`config.mk`:
```
export PLATFORM = sky130hd
export DESIGN_NAME = dffram_bwe_flat
export DESIGN_NICKNAME = d
export VERILOG_FILES = /design/src/rtl/dffram_bwe_pkg.sv /design/src/rtl/dffram_bwe_if.sv /design/src/rtl/dffram_bwe_word.sv /design/src/rtl/dffram_bwe.sv /design/src/flat_wrapper.sv
export SDC_FILE = /design/constraint.sdc
export NUM_CORES = 1
export LEC_CHECK = 0
export BUFFER_PORTS_ARGS = -buffer_cell sky130_fd_sc_hd__buf_2
export CAP_MARGIN = 10
export CORE_MARGIN = 2
export CORE_UTILIZATION = 60
export DETAILED_ROUTE_END_ITERATION = 8
export PLACE_DENSITY = 0.79
export SYNTH_ARGS = -nofsm -noshare
export SYNTH_HDL_FRONTEND = slang
export SYNTH_SLANG_ARGS = --single-unit
```
`constraint.sdc`:
```
create_clock -name clk -period 1.97 [get_ports clk]
set_input_delay 0.0985 -clock clk [delete_from_list [all_inputs] [get_ports clk]]
set_output_delay 0.0985 -clock clk [all_outputs]
set_load 0.05 [all_outputs]
```
`src/rtl/dffram_bwe_pkg.sv`:
```
// Shared definitions for the dffram_bwe RAM slice.
//   BYTE_W  : bits per byte lane
//   clog2   : address-width helper, usable in parameter defaults
//   state_t : clear-sequencer states
package dffram_pkg;

    localparam int BYTE_W = 8;

    // Width needed to address n distinct words (n >= 2).
    function automatic int clog2(input int n);
        int r;
        r = 0;
        for (int i = 0; i < 31; i++) begin
            if (((n - 1) >> i) != 0) begin
                r = i + 1;
            end
        end
        return r;
    endfunction

    typedef enum logic {
        CLEAR = 1'b0,
        IDLE  = 1'b1
    } state_t;

endpackage

```
`src/rtl/dffram_bwe_if.sv`:
```
// Access bus of the dffram_bwe RAM.
//   en   : port enable
//   we   : per-byte write enables (we[i] covers D[8i+7:8i])
//   addr : word address
//   D    : write data
//   Q    : registered read data
//   busy : clear sweep in progress, accesses ignored
// master drives the request side, slave is the RAM.
interface dffram_bwe_if
    import dffram_pkg::*;
#(
    parameter int WORDS = 8,
    parameter int WSIZE = 1,
    parameter int AW    = clog2(WORDS)
) ();

    localparam int DW = BYTE_W * WSIZE;

    logic             en;
    logic [WSIZE-1:0] we;
    logic [AW-1:0]    addr;
    logic [DW-1:0]    D;
    logic [DW-1:0]    Q;
    logic             busy;

    modport master (
        output en, we, addr, D,
        input  Q, busy
    );

    modport slave (
        input  en, we, addr, D,
        output Q, busy
    );

endinterface

```
`src/rtl/dffram_bwe_word.sv`:
```
// One RAM word built from byte-enabled flip-flops.
//   clk : clock
//   sel : word selected for a write this cycle
//   we  : per-byte write enables
//   D   : write data
//   clr : zero the whole word (clear sweep), overrides sel
//   Q   : stored word
module dffram_word
    import dffram_pkg::*;
#(
    parameter int WSIZE = 1
) (
    input  logic                    clk,
    input  logic                    sel,
    input  logic [WSIZE-1:0]        we,
    input  logic [BYTE_W*WSIZE-1:0] D,
    input  logic                    clr,
    output logic [BYTE_W*WSIZE-1:0] Q
);

    always_ff @(posedge clk) begin
        if (clr) begin
            Q <= '0;
        end else if (sel) begin
            for (int i = 0; i < WSIZE; i++) begin
                if (we[i]) begin
                    Q[BYTE_W*i +: BYTE_W] <= D[BYTE_W*i +: BYTE_W];
                end
            end
        end
    end

endmodule

```
`src/rtl/dffram_bwe.sv`:
```
// Parametrised single-port DFF RAM with per-byte write enables, a
// registered read port and a post-reset clear sweep.
//   clk : clock, rising edge
//   rst : synchronous active-high reset, restarts the clear sweep
//   bus : slave side of dffram_bwe_if (en, we, addr, D, Q, busy)
module dffram_bwe
    import dffram_pkg::*;
#(
    parameter int WORDS = 8,
    parameter int WSIZE = 1,
    parameter int AW    = clog2(WORDS)
) (
    input  logic        clk,
    input  logic        rst,
    dffram_bwe_if.slave bus
);

    localparam int DW = BYTE_W * WSIZE;

    state_t         state;
    logic [AW-1:0]  cnt;
    logic           busy_r;
    logic [DW-1:0]  q_p1;

    logic [DW-1:0]    words [WORDS];
    logic [WORDS-1:0] wr_sel;
    logic [WORDS-1:0] clr_sel;
    logic [DW-1:0]    rd_data;
    logic             do_write;
    logic             clearing;

    // The reset edge itself neither clears nor writes; the sweep starts
    // on the following edge from cnt = 0.
    assign clearing = !rst && (state == CLEAR);
    assign do_write = !rst && (state == IDLE) && bus.en && (|bus.we);

    // Address decode and read mux. Addresses at or beyond WORDS match no
    // word, so writes there are dropped and reads return zero.
    always_comb begin
        wr_sel  = '0;
        clr_sel = '0;
        rd_data = '0;
        for (int w = 0; w < WORDS; w++) begin
            if (bus.addr == AW'(w)) begin
                wr_sel[w] = do_write;
                rd_data   = words[w];
            end
            clr_sel[w] = clearing && (cnt == AW'(w));
        end
    end

    for (genvar w = 0; w < WORDS; w++) begin : g_word
        dffram_word #(
            .WSIZE (WSIZE)
        ) u_word (
            .clk (clk),
            .sel (wr_sel[w]),
            .we  (bus.we),
            .D   (bus.D),
            .clr (clr_sel[w]),
            .Q   (words[w])
        );
    end

    // Clear sequencer and read register. Q only updates on an IDLE read,
    // so it holds across writes, disabled cycles and the whole sweep.
    always_ff @(posedge clk) begin
        if (rst) begin
            state  <= CLEAR;
            cnt    <= '0;
            busy_r <= 1'b1;
            q_p1   <= '0;
        end else begin
            case (state)
                CLEAR: begin
                    if (cnt == AW'(WORDS - 1)) begin
                        state  <= IDLE;
                        busy_r <= 1'b0;
                    end else begin
                        cnt <= cnt + 1'b1;
                    end
                end
                IDLE: begin
                    if (bus.en && (bus.we == '0)) begin
                        q_p1 <= rd_data;
                    end
                end
                default: begin
                    state  <= CLEAR;
                    cnt    <= '0;
                    busy_r <= 1'b1;
                end
            endcase
        end
    end

    assign bus.Q    = q_p1;
    assign bus.busy = busy_r;

endmodule

```
`src/flat_wrapper.sv`:
```
// flat-port wrapper written by rule: the top's interface ports become plain ports
module dffram_bwe_flat import dffram_pkg::*;
#(
    parameter int WORDS = 8,
    parameter int WSIZE = 1,
    parameter int AW    = clog2(WORDS)
)
  (clk, rst, bus_en, bus_we, bus_addr, bus_D, bus_Q, bus_busy);
  dffram_bwe_if #(.WORDS(WORDS), .WSIZE(WSIZE), .AW(AW)) bus_i ();
  input  logic clk;
  input  logic rst;
  input wire logic [$bits(bus_i.en)-1:0] bus_en;
  input wire logic [$bits(bus_i.we)-1:0] bus_we;
  input wire logic [$bits(bus_i.addr)-1:0] bus_addr;
  input wire logic [$bits(bus_i.D)-1:0] bus_D;
  output wire logic [$bits(bus_i.Q)-1:0] bus_Q;
  output wire logic [$bits(bus_i.busy)-1:0] bus_busy;
  assign bus_i.en = bus_en;
  assign bus_i.we = bus_we;
  assign bus_i.addr = bus_addr;
  assign bus_i.D = bus_D;
  assign bus_Q = bus_i.Q;
  assign bus_busy = bus_i.busy;
  dffram_bwe #(.WORDS(WORDS), .WSIZE(WSIZE), .AW(AW)) u_core (.clk(clk), .rst(rst), .bus(bus_i));
endmodule
```
---- Word-level counts from Yosys, hierarchy flattened ----
Index checks and enable logic that the tools add are counted.
W data, S select, Z words.
cells by class
  add/subtract/negate cells ............... 1
  equal/unequal tests ..................... 14
  multiplexer cells ....................... 18
  bitwise logic cells ..................... 3
  reductions and logical operators ........ 27
operators with widths
  operator               number
  $mux W8                8
  $eq A3 B3 Y1 const B   8
  $reduce_and A2 Y1      11
  $logic_and A1 B1 Y1    13
  $eq A3 B2 Y1 const B   4
  $mux W1                10
  $eq A3 B1 Y1 const B   2
  $logic_not A3 Y1       2
  $add A3 B1 Y3 const B  1
  $not A1 Y1             3
  $logic_not A1 Y1       1
word-level totals
  register bits ........................... 77
  bits of input ports ..................... 15
  output and inout bits ................... 9
  word-level logic and storage cells ...... 75

---- Logic depth before layout (Yosys ltp) ----
  depth in word-level cells ............... 9
  mapped depth ............................ 7
  gate-level depth less buffers ........... 5

---- By module ----
A second synthesis with hierarchy kept.
second synthesis, totals
  cell total of the unflattened synthesis .. 451
  area total of the unflattened synthesis .. 4222.8 µm²
modules (own cells, without submodules)
  module       times used  cells an instance  area an instance (µm²)  seq. area each (µm²)
  dffram_word  8           37                 366.6                   160.2
  dffram_bwe   1           155                1290.0                  260.2

---- Worst setup path after synthesis ----
Ideal clock, no wire load.
  path kind ............................... register -> register
  from .................................... reg u_core.state
  to ...................................... reg u_core.g_word[0].u_word.Q[5]
  arrival time ............................ 1.256 ns
  data required time ...................... 1.848 ns
  path slack .............................. 0.592 ns
  cell stages (with the launch flop) ...... 7
  buffers on the path ..................... 3
  cells stage by stage .................... dfxtp_1 buf_4 and4b_1 and3_1 clkbuf_1 buf_4 o21ai_0
between the ends
  longest elaborated chain between the ends .. 5
  elaborated cells on any way between the ends .. 8
RTL lines
  item                              line                   source
  from (decl)                       dffram_bwe.sv:20       state_t state;
  from (signal assigned)            dffram_bwe.sv:69       state <= CLEAR;
  from (signal assigned)            dffram_bwe.sv:77       state <= IDLE;
  from (signal assigned)            dffram_bwe.sv:89       state <= CLEAR;
  $logic_and A1 B1 Y1 (3 in a row)  dffram_bwe.sv:35       assign do_write = !rst && (state == IDLE) && bus.en && (|bus.we);
  $mux W1                           dffram_bwe.sv:44       if (bus.addr == AW'(w)) begin
  $reduce_and A2 Y1 (no line)       --
  to (signal, indexed assignment)   dffram_bwe_word.sv:27  Q[BYTE_W*i +: BYTE_W] <= D[BYTE_W*i +: BYTE_W];
  to (decl)                         dffram_bwe_word.sv:18  output logic [BYTE_W*WSIZE-1:0] Q
Several ways; a longest one is shown, not always the timed one.
A chain may end at the register's enable or synchronous reset.

---- Worst setup path after layout ----
  from .................................... reg u_core.state
  to ...................................... reg u_core.g_word[2].u_word.Q[6]
between the ends
  longest elaborated chain between the ends .. 5
  elaborated cells on any way between the ends .. 8
RTL lines
  item                              line
  $logic_and A1 B1 Y1 (3 in a row)  dffram_bwe.sv:35
  $mux W1                           dffram_bwe.sv:44
  $reduce_and A2 Y1 (no line)       --
  to (signal, indexed assignment)   dffram_bwe_word.sv:27
  to (decl)                         dffram_bwe_word.sv:18
Several ways; a longest one is shown, not always the timed one.

==> impl_metrics.ini <==
[floorplanning]
die-height_um = 80.4
dieArea_um2 = 6460
initial_utilization_pct = 62.8
chipWidth_um = 80.4
design.core.area_um2 = 5570
ios = 24
std_cell_rows = 27

[grt]
grt_max_degree = 25
via_count_of_the_first_global_routing_pass = 2737
wire_length_of_the_first_global_routing_pass_mm = 14.0
antenna_found_initial = 0
overflow = 0
global_route.usage.total_pct = 29.6

[finish]
fillCellCount = 452
syn_to_final_growth_pct = 9.05
fin_nets = 432
layout_commonest_cell = sky130_fd_sc_hd__nand2_1
layout-drive-gt1-share_pct = 15.4
antenna-diode-count = 0
layout.cells.most_common_list = sky130_fd_sc_hd__nand2_1, sky130_fd_sc_hd__dfxtp_1, sky130_fd_sc_hd__o21ai_0

[sta]
timing.final.crit_share_pct = 90.2
max_slew_margin_pct = 52.6
setup-violations-final = 0
slew_viol_final = 0
holdWs_ns = 0.0669
fin_ws_ns = 0.194
report.final.hold_viol_count = 0
fin_crit_ns = 1.78
rsz0062_at_grt = false
max_freq_mhz = 563
timing_worst_slew_pin_value_ns = 0.708
total_neg_setup_slack_ns = 0
clock_skew_ns = 0.00978

[worst_setup_path]
highest_fanout_seen_on_the_critical_path = 16
critical_path.startpoint_type = flop
critical_path_arrival_ns = 1.97
worst-endpoint-required_ns = 2.16
ff_to_ff_path_depth = 3
worst-setup-path-type = reg2reg
end_kind = flop

[clock_tree]
cts_stage_hold_buffer_count = 0
numCtsBuffers = 9
cts_tree = yes
clk_root_buffer_cell = sky130_fd_sc_hd__clkbuf_8
ctsHtreeMaxLevel = 3
cts.sinks = 77
clock_latency_ns = 0.34
cts_setup_buffers = 0
number_of_gates_given_a_new_drive_strength_after_cts = 0
cts.clk_slew.worst_paths_ns = 0.08
clk_path_buf_depth = 2

[logic_synthesis]
netlist_top_cells_area = sky130_fd_sc_hd__dfxtp_1, sky130_fd_sc_hd__mux2i_1, sky130_fd_sc_hd__nand2_1
yosys.area.top_type = sky130_fd_sc_hd__dfxtp_1
netlist.area_leader.share_pct = 44.1
postSynthCellCount = 401
synth.ff_latch_count = 77
synthesis.area_um2 = 3500
synth_cell_type_count = 39
synth-warning-count = 0
synth_seq_area_share_pct = 44.1
synth_nets = 422
postSynthAreaPerCell_um2 = 8.72

[detailed_routing]
drt-initial-drc-count = 308
route.detailed.vias_per_inst = 5.97
ant_nets = 0
remaining_design_rule_violation_count = 0
vias = 2905
detailedRoute.firstPassIterationCount = 5
routed_wirelength_mm = 8.78
routed_wl_per_cell_um = 18.0

[worst_hold_path]
min_delay_path_depth = 3
hp-class = in2reg

[placement]
number_of_input_and_output_port_buffers_inserted = 23
globalplace.congestion = 0.906
dp_hpwl_mm = 6.11
place_ws_ns = 0.200

[power]
static-leakage-power_uw = 0.00169
power.ir.vdd_worst_mv = 0.655
report.power.total_uw = 3150
pwr_density_cell_nw_per_um2 = 826

[outcome]
status = finished, final reports clean

[job]
max_cap_viol_count = 0
[per-stage QoR]
stage / area (um2) / std cells / utilization, %
3_3_place_gp: 3590 / 472 / 64.4
2_1_floorplan: 3500 / 401 / -
3_5_place_dp: 3590 / 472 / 64.4
5_1_grt: 3810 / 487 / 68.4
4_1_cts: 3810 / 487 / 68.4
6_report: 3810 / 487 / 68.4
[synthesized netlist by cell type (all sizes together)]
cell type   n
nor3        3
a31oi       1
nand2b      4
nand2      88
or2         1
nor2       32
a221oi      2
o21ai      49
and2        2
mux2i      40
and3        2
ha          6
mux2        6
nand3      18
dfxtp      77
o21a        1
o32ai       2
o221ai      8
a211oi      1
inv         9
o221a       6
buf        17
nor4b       2
or3         1
and4b       1
clkbuf     14
a32oi       2
nand4b      3
nor4bb      1
a21oi       1
xnor2       1
[state kept, by name, indices dropped and copies added (netlist names)]
name                    flops
u_core.bus.busy             1
u_core.state                1
u_core.g_word.u_word.Q     64
u_core.cnt                  3
u_core.bus.Q                8
[per-layer routing]
metal	global-route usage, %	routed length [um]	vias up
li1	-	-	1396
met1	39.8	3970	1388
met2	45.3	4030	101
met3	7.53	547	20
met4	12.4	236	0
met5	0	0	-
[worst paths after layout]
path | slack, ns | end | startpoint
setup / recovery | 0.19 | u_core.g_word[2].u_word.Q[6] | u_core.state
hold / removal | 0.07 | u_core.g_word[7].u_word.Q[1] | bus_D[1]
setup reg to reg | 0.19 | u_core.g_word[2].u_word.Q[6] | u_core.state
hold reg to reg | 0.45 | u_core.bus.Q[0] | u_core.bus.Q[0]
[power by group]
part,total (uW),leakage [uW],internal [uW],switching (uW)
Sequential,1600,0.000621,1580,18.7
Clock,1340,0.000113,779,561
Combinational,216,0.000960,70.4,145
[cell type report]
class / instances / area (um2) / share of cell area, %
Clock buffer: 12 / 155 / 4.07
Clock inverter: 3 / 68.8 / 1.80
Inverter: 9 / 33.8 / 0.886
Multi-Input combinational cell: 284 / 1760 / 46.1
Sequential cell: 77 / 1540 / 40.4
Tap cell: 72 / 90.1 / 2.36
Timing Repair Buffer: 30 / 168 / 4.39
[worst max-delay path: stages (launching register included)]
cell	delay, ns
sky130_fd_sc_hd__dfxtp_1	0.52
sky130_fd_sc_hd__nand4b_4	0.21
sky130_fd_sc_hd__nor4b_4	0.68
sky130_fd_sc_hd__o21ai_0	0.22
[logic make-up (layout without fill, tap and decap cells)]
family	after synthesis	in the layout	share of synthesized area [%]
adders and majority gates	6	6	2.15
xor gates and xnor gates	1	1	0.250
and+or+nand+nor	158	158	21.3
buffers and inverters	40	54	5.69
AOI/OAI and AO/OA	73	73	13.2
muxes	46	46	13.4
DFF	77	77	44.1
No activity file was read; power rests on OpenSTA's default activity.
